File: src/rtl/ddr_axi_wr_master.sv
// Single-beat AXI4 write master fed by a packed {addr, data} stream, with an outstanding-B throttle.
// Optional statistics outputs (wr_cnt, err_cnt) are enabled by defining DDR_WR_STATS_EN.
module ddr_axi_wr_master #(
  parameter int DATA_WIDTH      = 64,
  parameter int ADDR_WIDTH      = 32,
  parameter int MAX_OUTSTANDING = 8
) (
  input  logic                             clk,
  input  logic                             rst,
  input  logic [DATA_WIDTH+ADDR_WIDTH-1:0] s_axis_tdata,
  input  logic                             s_axis_tvalid,
  output logic                             s_axis_tready,
  output logic [ADDR_WIDTH-1:0]            m_axi_awaddr,
  output logic [7:0]                       m_axi_awlen,
  output logic [2:0]                       m_axi_awsize,
  output logic [1:0]                       m_axi_awburst,
  output logic                             m_axi_awvalid,
  input  logic                             m_axi_awready,
  output logic [DATA_WIDTH-1:0]            m_axi_wdata,
  output logic [DATA_WIDTH/8-1:0]          m_axi_wstrb,
  output logic                             m_axi_wlast,
  output logic                             m_axi_wvalid,
  input  logic                             m_axi_wready,
  input  logic [1:0]                       m_axi_bresp,
  input  logic                             m_axi_bvalid,
  output logic                             m_axi_bready,
  output logic                             busy,
  output logic                             err
`ifdef DDR_WR_STATS_EN
  ,
  output logic [31:0]                      wr_cnt,
  output logic [15:0]                      err_cnt
`endif
);

  localparam int CW = $clog2(MAX_OUTSTANDING + 1);
  localparam int SW = DATA_WIDTH / 8;

  logic                  hold_v;
  logic                  aw_p;
  logic                  w_p;
  logic [ADDR_WIDTH-1:0] addr_r;
  logic [DATA_WIDTH-1:0] data_r;
  logic [CW-1:0]         out_cnt;
  logic                  fin;
  logic                  accept;
  logic                  b_dec;

  // The held beat may be replaced in the same cycle it finishes both channels.
  always_comb begin
    fin           = hold_v & (~aw_p | m_axi_awready) & (~w_p | m_axi_wready);
    s_axis_tready = ~rst & (~hold_v | fin) & (out_cnt < CW'(MAX_OUTSTANDING));
    accept        = s_axis_tvalid & s_axis_tready;
    b_dec         = m_axi_bvalid & (out_cnt != '0);
  end

  always_ff @(posedge clk) begin
    if (rst) begin
      hold_v  <= 1'b0;
      aw_p    <= 1'b0;
      w_p     <= 1'b0;
      out_cnt <= '0;
      err     <= 1'b0;
`ifdef DDR_WR_STATS_EN
      wr_cnt  <= '0;
      err_cnt <= '0;
`endif
    end else begin
      if (accept) begin
        addr_r <= s_axis_tdata[DATA_WIDTH +: ADDR_WIDTH];
        data_r <= s_axis_tdata[DATA_WIDTH-1:0];
        hold_v <= 1'b1;
        aw_p   <= 1'b1;
        w_p    <= 1'b1;
      end else begin
        if (aw_p && m_axi_awready) aw_p <= 1'b0;
        if (w_p && m_axi_wready)   w_p  <= 1'b0;
        if (fin)                   hold_v <= 1'b0;
      end

      if (accept && !b_dec)      out_cnt <= out_cnt + CW'(1);
      else if (!accept && b_dec) out_cnt <= out_cnt - CW'(1);

      if (m_axi_bvalid && (m_axi_bresp != 2'b00)) err <= 1'b1;

`ifdef DDR_WR_STATS_EN
      if (m_axi_bvalid) begin
        if (m_axi_bresp == 2'b00) wr_cnt <= wr_cnt + 32'd1;
        else if (err_cnt != '1)   err_cnt <= err_cnt + 16'd1;
      end
`endif
    end
  end

  assign m_axi_awaddr  = addr_r;
  assign m_axi_awlen   = '0;
  assign m_axi_awsize  = 3'($clog2(SW));
  assign m_axi_awburst = 2'b01;
  assign m_axi_awvalid = aw_p;
  assign m_axi_wdata   = data_r;
  assign m_axi_wstrb   = '1;
  assign m_axi_wlast   = 1'b1;
  assign m_axi_wvalid  = w_p;
  assign m_axi_bready  = 1'b1;
  assign busy          = hold_v | (out_cnt != '0);

endmodule

File: config.mk
export PLATFORM = sky130hd
export DESIGN_NAME = ddr_axi_wr_master
export DESIGN_NICKNAME = d
export VERILOG_FILES = /design/src/rtl/ddr_axi_wr_master.sv
export SDC_FILE = /design/constraint.sdc
export NUM_CORES = 1
export LEC_CHECK = 0
export ABC_CLOCK_PERIOD_IN_PS = 11700
export BUFFER_PORTS_ARGS = -buffer_cell sky130_fd_sc_hd__buf_2
export CAP_MARGIN = 20
export CORE_ASPECT_RATIO = 0.8
export CORE_UTILIZATION = 45
export CTS_CLUSTER_DIAMETER = 60
export DETAILED_ROUTE_END_ITERATION = 8
export PLACE_DENSITY_LB_ADDON = 0.1
export SETUP_SLACK_MARGIN = 0.05
export SYNTH_ARGS = -nofsm -noshare
export SYNTH_HDL_FRONTEND = slang
export SYNTH_SLANG_ARGS = --single-unit
File: constraint.sdc
create_clock -name clk -period 11.7 [get_ports clk]
set_input_delay 1.17 -clock clk [delete_from_list [all_inputs] [get_ports clk]]
set_output_delay 1.17 -clock clk [all_outputs]
set_load 0.01 [all_outputs]
**Word-level counts from Yosys, hierarchy flattened**

Cells that the tools add are included.
W data, S select, Z words.

- Memories kept: 0
- ROM bits: 0
- Input bits: 104
- Latch bits: 0
- Bits in writable memories: 0
- Register bits after elaboration: 104

- Multiply operators: 0
- $lt $le $gt $ge: 1
- Equality and inequality tests: 0
- Add/sub/neg operators: 2
- Multiplexer cells: 8
- Bitwise gates (word level): 14
- Shifts and indexed selects: 0
- Reductions and logical operators: 14
- Div/mod/pow operators: 0

Operators with widths:

| cell | number |
|---|---|
| $reduce_bool A2 Y1 | 5 |
| $mux W4 | 2 |
| $and A1 B1 Y1 | 6 |
| $mux W1 | 6 |
| $logic_and A1 B1 Y1 | 5 |
| $add A4 B1 Y4 const B | 1 |
| $lt A4 B4 Y1 const B | 1 |
| $not A1 Y1 | 4 |
| $or A1 B1 Y1 | 4 |
| $reduce_bool A4 Y1 | 1 |
| $sub A4 B1 Y4 const B | 1 |
| $logic_not A1 Y1 | 2 |
| $reduce_and A2 Y1 | 1 |

**Logic depth before layout (Yosys ltp)**

Gate-level depths: netlist (run 1).

- Depth after elaboration: 12
- Mapped depth: 11
- Gate-level depth less buffers: 11

**Least setup slack after synthesis (run 1)**

No wires, ideal clock.

- Path type: input port to flip-flop
- From: input rst
- To: register addr_r[0] (netlist: m_axi_awaddr[0]), enable pin
- Data arrival time: 5539 ps
- Required time: 11149 ps
- Stages: 3
- Setup time: 551 ps
- Buffers on the path: 1
- Slack: 5610 ps
- Path through: clkbuf_1 -> nand2b_1 -> nor2_1

- Cells in the longest elaborated chain, start to end: 5

RTL lines:

| what | line | source |
|---|---|---|
| from (decl) | 9 | `input logic rst,` |
| $not A1 Y1 (no line) (*) | -- |  |
| $and A1 B1 Y1 (2 in a row) | 52 | `s_axis_tready = ~rst & (~hold_v \| fin) & (out_cnt < CW'(MAX_OUTSTANDING));` |
| $and A1 B1 Y1 | 53 | `accept = s_axis_tvalid & s_axis_tready;` |
| $reduce_and A2 Y1 (no line) (*) | -- |  |
| to (signal assigned) | 70 | `addr_r <= s_axis_tdata[DATA_WIDTH +: ADDR_WIDTH];` |
| to (decl) | 42 | `logic [ADDR_WIDTH-1:0] addr_r;` |

Every way passes the cells marked *; elsewhere a longest branch is shown, timed or not.
A chain may end at the register's enable or synchronous reset.

**Worst setup path after layout (run 1)**

- From: input m_axi_awready
- To: register data_r[56] (netlist: m_axi_wdata[56]), enable pin

- Cells in the longest elaborated chain, start to end: 8

RTL lines:

| what | line | source |
|---|---|---|
| from (decl) | 18 | `input logic m_axi_awready,` |
| $or A1 B1 Y1 | 51 | `fin = hold_v & (~aw_p \| m_axi_awready) & (~w_p \| m_axi_wready);` |
| $and A1 B1 Y1 (2 in a row) | 51 |  |
| $or A1 B1 Y1 | 52 |  |
| $and A1 B1 Y1 (2 in a row) | 52 |  |
| $and A1 B1 Y1 | 53 |  |
| $reduce_and A2 Y1 (no line) | -- |  |
| to (signal assigned) | 71 | `data_r <= s_axis_tdata[DATA_WIDTH-1:0];` |
| to (decl) | 43 | `logic [DATA_WIDTH-1:0] data_r;` |

No other way between the ends.

==> results of run 1 <==
-- placed cells by master (no fill, tap or decap), types with 2 or more instances in the layout --
| cell | synthesis | layout |
|---|---|---|
| nor2_1 | 9 | 8 |
| a21oi_1 | 6 | 6 |
| ha_1 | 3 | 3 |
| conb_1 | 2 | 23 |
| buf_2 | 0 | 204 |
| edfxtp_1 | 96 | 96 |
| inv_1 | 2 | 2 |
| nand2b_1 | 7 | 7 |
| clkbuf_1 | 1 | 2 |
| dfxtp_1 | 8 | 8 |
| clkbuf_8 | 0 | 9 |
| clkinvlp_4 | 0 | 2 |
-- worst min-delay path by stage --
stage               start   to  slack, ps  depth (start not counted)
global placement      err  err        450                          2
detailed placement    err  err        440                          2
finish                err  err        450                          2
floorplan             err  err        470                          2
CTS                   err  err        450                          2
global route          err  err        500                          2
-- registers in the layout, summed over array words and instances, names as in the netlist --
register	flops
out_cnt	4
hold_v	1
m_axi_wvalid	1
m_axi_awaddr	32
m_axi_wdata	64
m_axi_awvalid	1
err	1
-- per-stage QoR --
stage	utilization (%)	setup WS [ps]
floorplan	-	5610
global placement	61.1	8130
detailed placement	61.1	8100
CTS	63.7	8480
global route	63.7	8310
finish	63.7	8490
-- routing by layer --
metal  share of wire [%]  up-vias
met2                  52      132
met3                  10       14
li1                    -     1004
met5                   0        -
met1                  36      962
met4                 2.1        0
-- kinds of logic after synthesis --
logic type               after synthesis  share of synthesized area [%]
AND/OR/NAND/NOR                       19                           2.71
other                                  2                          0.214
AO/OA/AOI/OAI                         10                           1.82
adder cells (fa/ha/maj)                4                           1.64
buffers and inverters                 27                           5.81
XOR/XNOR                               2                          0.499
flip-flops                           104                           86.7
multiplexers                           2                          0.606
-- report_power, final --
part / switching [mW] / total [mW] / internal, mW
Clock: 0.117 / 0.218 / 0.101
Sequential: 0.0124 / 0.463 / 0.450
Combinational: 0.0733 / 0.127 / 0.0535
-- cell type report --
type                       count  area share [%]
inverter                       2           0.158
clock buffer                  11            2.76
clock inverter                 5            1.37
multi-input combinational     60            7.34
timing repair buffer         205            21.6
sequential                   104            64.0
tap                          105            2.76
-- worst max-delay path, stage by stage --
cell and delay, ps:
buf_2 70, nand2b_1 110, a21bo_2 150, nand2b_1 120, nor2_4 810, buf_4 710
==> metrics.txt, run 1 <==
r2r startpoint m_axi_awvalid; Root Driver clkbuf_8; register area share after synthesis 86.7%; clock latency on the worst-skew pair 360 ps; final net count 490; n_diodes 0; number of placed instances, taps included 476; drt pass-1 iters 4; drt wl/cell 13.8 um; Slew HR 30.4%; GRT Max-Usage Layer met2; CTS sink cnt 104; RSZ-0062 raised after global routing false; total core area 7460 um^2; layout cell share with drive strength beyond 1 57.4%; ys flop type edfxtp_1; routed vias 2,112; WP data arrival 3200 ps; # setup viols final 0; Worst VDD drop 0.107 mV; Max Cap Violations 0; multi-input logic area 349 um^2; post_cts resized 0; M3 GR Usage 6.97%; Synth cell types 23; routed vias/inst 4.29; post-synthesis register bit count 104; crit end category flip-flop; period utilization 27.4%; post-route ant nets 0; initial antenna violation count 0; GR Overflow Total 0; Max Freq 312 MHz; first-pass GRT wire length 9250 um; Critical Path Fanout Max 59; met1 Use GR 17.2%; worst hold slack 449 ps; Total GRT Usage 15.9%; Syn. warnings 0; end of the critical path m_axi_wdata[56]; site row count 28; synthesis-to-layout area growth 35.5%; crit path time final 3210 ps; top post-synthesis cells by area edfxtp_1, buf_4, dfxtp_1, nand2b_1, ha_1; CTS tree yes; I/O Buffers 204; final hold vios 0; clock-pin slew on the worst setup and hold paths 90 ps; cell taking the most area after synthesis edfxtp_1; Worst Max-Slew Pin Slew 1040 ps; Synth Cell Area 3510 um^2; Area after DPL 4560 um^2; number of top-level pins 228; number of synthesized flops with an enable pin 96; status completed; DRT iter0 DRCs 55; Clock Skew 8.77 ps; cell count after synthesis 170; crit start category primary input; Register Area 3040 um^2; required time worst endpoint 11,690 ps; CTS max path bufs 2; vias in the first global route 1,880; Die Y 81.0 um; leakage dissipation 2.05 nW; hold crit path type reg -> reg; TritonCTS Buffers 9; Critical Path Source m_axi_awready; synth cell count leaders edfxtp_1, buf_4, nor2_1; die area 8160 um^2; power per cell area 170 nW/um^2; Mean Syn Cell Area 20.6 um^2; top cell type's share of synthesized area 82.1%; R2R Setup Slk 9090 ps; detailed placement HPWL 5110 um; Final Max Slew Viols 0; design area 4760 um^2; CP Class in -> reg; FF-to-FF End m_axi_wdata[56]; largest net degree at the start of global routing 60; Post-CTS Hold Buffers 0; Starting Density 47.0%; RD Place Congestion 0.792; most numerous cell in the Yosys netlist edfxtp_1; setup_tns 0 ps; Final Power 0.807 mW; fillers 566; CTS H-tree lvls 3; Finished Layout Cells 492; Post-CTS Setup Inserts 0; final WL 6810 um; chip width 101 um; DRC viols 0; Worst R2R Path Depth 5; asr flop ratio synth 0%; M2 GR Usage 26.7%
No activity file was read; power rests on OpenSTA's default activity.
==> run 2, diff against run 1 <==
--- a/config.mk
+++ b/config.mk
@@ -5,11 +5,11 @@
 export SDC_FILE = /design/constraint.sdc
 export NUM_CORES = 1
 export LEC_CHECK = 0
-export ABC_CLOCK_PERIOD_IN_PS = 11700
+export ABC_CLOCK_PERIOD_IN_PS = 3100
 export BUFFER_PORTS_ARGS = -buffer_cell sky130_fd_sc_hd__buf_2
 export CAP_MARGIN = 20
 export CORE_ASPECT_RATIO = 0.8
-export CORE_UTILIZATION = 45
+export CORE_UTILIZATION = 42
 export CTS_CLUSTER_DIAMETER = 60
 export DETAILED_ROUTE_END_ITERATION = 8
 export PLACE_DENSITY_LB_ADDON = 0.1
==> constraint.sdc (replaced) <==
create_clock -name clk -period 3.1 [get_ports clk]
set_input_delay 0.31 -clock clk [delete_from_list [all_inputs] [get_ports clk]]
set_output_delay 0.31 -clock clk [all_outputs]
set_load 0.01 [all_outputs]
==> run 2 against run 1 <==
  * Sequential power rose to 3.8 times the previous value
  * Highest routed layer unchanged
  * Global-route usage rose by 0.72 points
  * Combinational power rose to 3.9 times the previous value
  * Final cell count rose by 0.81%
  * Via count rose by 1.7%
  * Utilization fell by 4.4 points
  * Largest cell class unchanged
  * Non-clock buffer count rose by 1
  * First-iteration DRC count rose by 24%
  * Critical path depth rose by 5
  * Critical endpoint is now out_cnt[3]
  * Hold slack got worse by 330 ps
  * Final area rose by 0.11%
==> metrics.txt, run 2 (same netlist as run 1, synthesis figures left out) <==
Die Y 83.8 um (+3.4%); hold crit path type in -> reg; status completed; FF-to-FF End out_cnt[3]; clock latency on the worst-skew pair 360 ps (about the same); max FFs per register 64 (unchanged); detailed placement HPWL 5370 um (+5.1%); DRC viols 0 (unchanged); power per cell area 631 nW/um^2 (+270%); Post-CTS Setup Inserts 0 (unchanged); Critical Path Fanout Max 4 (-93%); clock-pin slew on the worst setup and hold paths 100 ps (about the same); drt wl/cell 14.4 um (+4.1%); WP data arrival 2700 ps (-500 ps); crit-path leading delay family compound AO/OA/AOI/OAI gates; CTS sink cnt 104 (unchanged); final WL 7140 um (+4.9%); post-route ant nets 0 (unchanged); Max Cap Violations 0 (unchanged); total core area 8020 um^2 (+7.5%); crit path time final 2460 ps; setup_tns 0 ps (unchanged); GR Overflow Total 0 (unchanged); critical-path cell list nand2b_1 > a21bo_2 > nand2b_1 > nor2_1 > ha_1 > inv_1 > ha_1 > a21oi_1 > a211oi_2 > a31oi_1 > mux2_1; Root Driver clkbuf_8; crit end category flip-flop; first-pass GRT wire length 10,700 um (+15%); routed vias/inst 4.33 (+0.88%); Starting Density 43.8% (-3.3 points); CTS H-tree lvls 3 (unchanged); pre-CTS setup slack 483 ps (-7620 ps); Worst VDD drop 0.312 mV (+190%); Post-CTS Hold Buffers 0 (unchanged); fillers 678 (+20%); Hold Startpoint s_axis_tdata[9]; vias in the first global route 2,058 (+9.5%); number of top-level pins 228 (unchanged); n_diodes 0 (unchanged); leakage dissipation 2.05 nW (+0.30%); I/O Buffers 204 (unchanged); TritonCTS Buffers 9 (unchanged); die area 8730 um^2 (+7.0%); final hold vios 0 (unchanged); CTS tree yes; R2R Setup Slk 640 ps (-8450 ps); layout cell share with drive strength beyond 1 57.7% (+0.37 points); chip width 104 um (+3.4%); Final Max Slew Viols 0 (unchanged); RSZ-0062 raised after global routing false; Setup WS post-layout 641 ps (-7850 ps); initial antenna violation count 0 (unchanged); commonest cells after routing, fill and taps aside buf_2, edfxtp_1, conb_1; DRT iter0 DRCs 68 (+24%); Max Freq 407 MHz; r2r startpoint m_axi_awvalid; CP Buf/Inv Count 1 (-1); post_cts resized 0 (unchanged); CTS max path bufs 2 (unchanged); routed vias 2,148 (+1.7%); Critical Path Source m_axi_awvalid; drt pass-1 iters 4 (unchanged); # setup viols final 0 (unchanged); end of the critical path out_cnt[3]; largest net degree at the start of global routing 73 (+22%); worst hold slack 119 ps (-330 ps); required time worst endpoint 3340 ps (-8350 ps); site row count 29 (+3.6%); synthesis-to-layout area growth 35.7%; CP Depth 11 (+5); Clock Skew 12.5 ps (+3.73 ps); most common cell after layout, fill and taps aside buf_2; Total GRT Usage 16.6% (+0.72 points); Slowest-stage cell, CP dfxtp_1; CP Class reg -> reg; slowest cell delay on critical path 330 ps (-480 ps); Worst R2R Path Depth 11 (+6); crit start category flip-flop; final net count 491 (+0.20%); RD Place Congestion 0.767 (-3.1%); period utilization 79.3%
[run 2: cell types whose count changed in the layout (fill, tap and decap cells not counted), sizes merged]
cell	change
inv	+2
buf	+1
bufinv	-1
clkbuf	-1
clkinv	+1
clkinvlp	-1
[run 2: final cells by class]
cell class,instances,area [um^2],share of cell area (%)
tap,108,135,2.84
inverter,2,7.51,0.158
multi-input combinational,60,349,7.33
clock buffer,10,128,2.68
timing repair buffer,206,1050,22.0
clock inverter,6,50.0,1.05
sequential,104,3040,63.9
[run 2: through the flow]
stage	utilization [%]	area, um^2	total power, mW	cells
CTS	59.4	4760	3.04	496
global placement	57.2	4580	2.26	480
detailed placement	57.2	4580	2.28	480
global route	59.4	4760	3.14	496
finish	59.4	4760	3.00	496
floorplan	-	3600	2.09	191
[run 2: worst min-delay path by stage]
| stage | end | slack (ps) | cells after the start |
|---|---|---|---|
| after floorplan | m_axi_awaddr[0] | 410 | 0 |
| after global placement | err | 430 | 2 |
| after detailed placement | err | 440 | 2 |
| after CTS | m_axi_wdata[26] | 100 | 1 |
| after global routing | m_axi_wdata[26] | 80 | 1 |
| final | m_axi_wdata[9] | 120 | 1 |
[run 2: report_power, final]
group	switching (mW)	total [mW]	internal, mW
Combinational	0.280	0.490	0.209
Clock	0.465	0.769	0.304
Sequential	0.0471	1.75	1.70
Total	0.793	3.00	2.21
[run 2: per-layer routing]
metal / GRT usage (%) / vias up / routed length, um
met5: 0 / - / 0
met4: 5.97 / 0 / 111
met3: 6.64 / 10 / 595
met2: 29.6 / 132 / 3780
met1: 17.8 / 1002 / 2660
li1: - / 1004 / -
==> run 3, diff against run 2 <==
--- a/config.mk
+++ b/config.mk
@@ -5,7 +5,8 @@
 export SDC_FILE = /design/constraint.sdc
 export NUM_CORES = 1
 export LEC_CHECK = 0
-export ABC_CLOCK_PERIOD_IN_PS = 3100
+export ABC_AREA = 1
+export ABC_CLOCK_PERIOD_IN_PS = 2500
 export BUFFER_PORTS_ARGS = -buffer_cell sky130_fd_sc_hd__buf_2
 export CAP_MARGIN = 20
 export CORE_ASPECT_RATIO = 0.8
==> constraint.sdc (replaced) <==
create_clock -name clk -period 2.5 [get_ports clk]
set_input_delay 0.25 -clock clk [delete_from_list [all_inputs] [get_ports clk]]
set_output_delay 0.25 -clock clk [all_outputs]
set_load 0.01 [all_outputs]
==> run 3 against run 2 <==
  * Final cell count grew 3.6%
  * Routed wire length fell by 3.5%
  * Clock skew decreased by 3.6 ps
  * Synthesized area rose by 0.14%
  * Sequential cell count is the same
  * Power grew 27%
  * Via count grew 1.2%
  * Critical endpoint unchanged
==> metrics.txt, run 3 <==
post-route ant nets 0 (unchanged); Syn. warnings 0 (unchanged); Finished Layout Cells 514 (+3.6%); post_cts resized 0 (unchanged); GR Overflow Total 0 (unchanged); crit start category flip-flop; drt wl/cell 13.4 um (-6.8%); Max Freq 485 MHz (+19%); most numerous cell in the Yosys netlist edfxtp_1; Synth cell types 20 (-13%); status completed; TritonCTS Buffers 9 (unchanged); post-synthesis register bit count 104 (unchanged); commonest cells after routing, fill and taps aside buf_2, edfxtp_1, conb_1; final net count 508 (+3.5%); detailed placement HPWL 5160 um (-3.8%); total core area 8020 um^2 (unchanged); Mean Syn Cell Area 18.9 um^2 (-8.5%); Hold Crit Depth 1 (unchanged); vias in the first global route 2,037 (-1.0%); number of synthesized flops with an enable pin 96 (unchanged); top cell type's share of synthesized area 82.0% (-0.12 points); first-pass GRT wire length 10,200 um (-4.7%); crit path time final 2060 ps (-398 ps); Max Cap Violations 0 (unchanged); crit end category flip-flop; Die Y 83.8 um (about the same); Worst R2R Path Depth 14 (+3); period utilization 82.4% (+3.1 points); final WL 6900 um (-3.5%); Critical Path Fanout Max 5 (+1); max FFs per register 64 (unchanged); # setup viols final 0 (unchanged); CTS H-tree lvls 3 (unchanged); routed vias/inst 4.23 (-2.4%); final core occ 59.9% (+0.48 points); Post-CTS Setup Inserts 0 (unchanged); number of top-level pins 228 (unchanged); DRC viols 0 (unchanged); fillers 673 (-0.74%); clock-pin slew on the worst setup and hold paths 100 ps (about the same); required time worst endpoint 2800 ps (-540 ps); die area 8740 um^2 (+0.14%); routed vias 2,173 (+1.2%); hold crit path type in -> reg; Root Driver clkbuf_8; Final Max Slew Viols 0 (unchanged); initial antenna violation count 1 (+1); CP Class reg -> reg; CTS tree yes; leakage dissipation 2.10 nW (+2.5%); synth cell count leaders edfxtp_1, buf_4, nand2_1; ys flop type edfxtp_1; synthesis-to-layout area growth 36.6%; Total GRT Usage 16.0% (-0.60 points); CTS max path bufs 2 (unchanged); final hold vios 0 (unchanged); Clock Skew 8.87 ps (-3.63 ps); RSZ-0062 raised after global routing false; power per cell area 797 nW/um^2 (+26%); most common cell after layout, fill and taps aside buf_2; Synth Cell Area 3510 um^2 (+0.14%); Worst VDD drop 0.492 mV (+58%); site row count 29 (unchanged); drt pass-1 iters 4 (unchanged); clock latency on the worst-skew pair 360 ps (about the same); largest net degree at the start of global routing 64 (-12%); DRT iter0 DRCs 80 (+18%); number of placed instances, taps included 497 (+3.5%); Post-CTS Hold Buffers 0 (unchanged); Starting Density 43.8% (+0.062 points); cell taking the most area after synthesis edfxtp_1; top post-synthesis cells by area edfxtp_1, buf_4, dfxtp_1, nand2_1, inv_1; Register Area 3050 um^2 (about the same); WP data arrival 2360 ps (-340 ps); cell count after synthesis 186 (+9.4%); I/O Buffers 204 (unchanged); RD Place Congestion 0.807 (+5.1%); chip width 104 um (about the same); CTS sink cnt 104 (unchanged); layout cell share with drive strength beyond 1 56.5% (-1.2 points); asr flop ratio synth 0% (unchanged); register area share after synthesis 86.6% (-0.12 points); multi-input logic area 335 um^2 (-3.9%)
## run 3: path summary, 6_finish.rpt
| kind | slack, ps | from | to |
|---|---|---|---|
| max reg2reg | 440 | m_axi_awvalid | out_cnt[3] |
| min | 60 | s_axis_tdata[1] | m_axi_wdata[1] |
| min reg2reg | 460 | err | err |
| max | 440 | m_axi_awvalid | out_cnt[3] |
## run 3: critical path, cell delays in order (launching register included)
cell	delay, ps
dfxtp_2	330
nand2_1	70
a21oi_2	140
inv_1	80
nand3_2	130
inv_1	60
ha_1	200
inv_1	130
ha_1	270
or2_1	260
nand2_2	70
nand2_1	40
nand2_1	50
nand2_1	50
a21oi_2	100
## run 3: cell families (layout without fill, tap and decap cells)
| kind of cell | Yosys count | count (layout) | share of synthesized area [%] |
|---|---|---|---|
| XOR/XNOR | 1 | 1 | 0.249 |
| adder cells (fa/ha/maj) | 4 | 4 | 1.64 |
| buffers and inverters | 37 | 235 | 6.44 |
| AO/OA/AOI/OAI | 10 | 10 | 1.53 |
| flip-flops | 104 | 104 | 86.6 |
| AND/OR/NAND/NOR | 28 | 28 | 3.35 |
| other | 2 | 24 | 0.214 |
## run 3: final cells by class
class	instances	share of cell area, %
flip-flops and latches	104	63.5
repair buffers	206	21.8
multi-input cells	66	6.99
well taps	108	2.82
clock buffers	10	2.66
clock inverters	6	1.09
inverters	13	1.09
diodes	1	0.0521
## run 3: layer usage
layer	vias up	global-route usage [%]	routed length [um]
li1	1049	-	-
met1	970	17.2	2600
met2	142	27.2	3470
met3	12	7.49	692
met4	0	6.62	134
met5	-	0	0
## run 3: report_power, final
group,total (mW),internal [mW],switching [mW]
Combinational,0.702,0.279,0.423
Clock,0.945,0.378,0.566
Sequential,2.18,2.11,0.0684
## run 3: per-stage QoR
step / power (mW) / hold WS, ps / area [um^2] / setup WS (ps) / TNS [ps]
finish: 3.82 / 55.3 / 4800 / 439 / 0
global route: 4.03 / 15.0 / 4800 / 273 / 0
CTS: 3.88 / 30.1 / 4800 / 449 / 0
detailed placement: 2.93 / 428 / 4620 / 366 / 0
global placement: 2.91 / 427 / 4620 / 452 / 0
floorplan: 2.66 / 349 / 3610 / -5.82 / -559
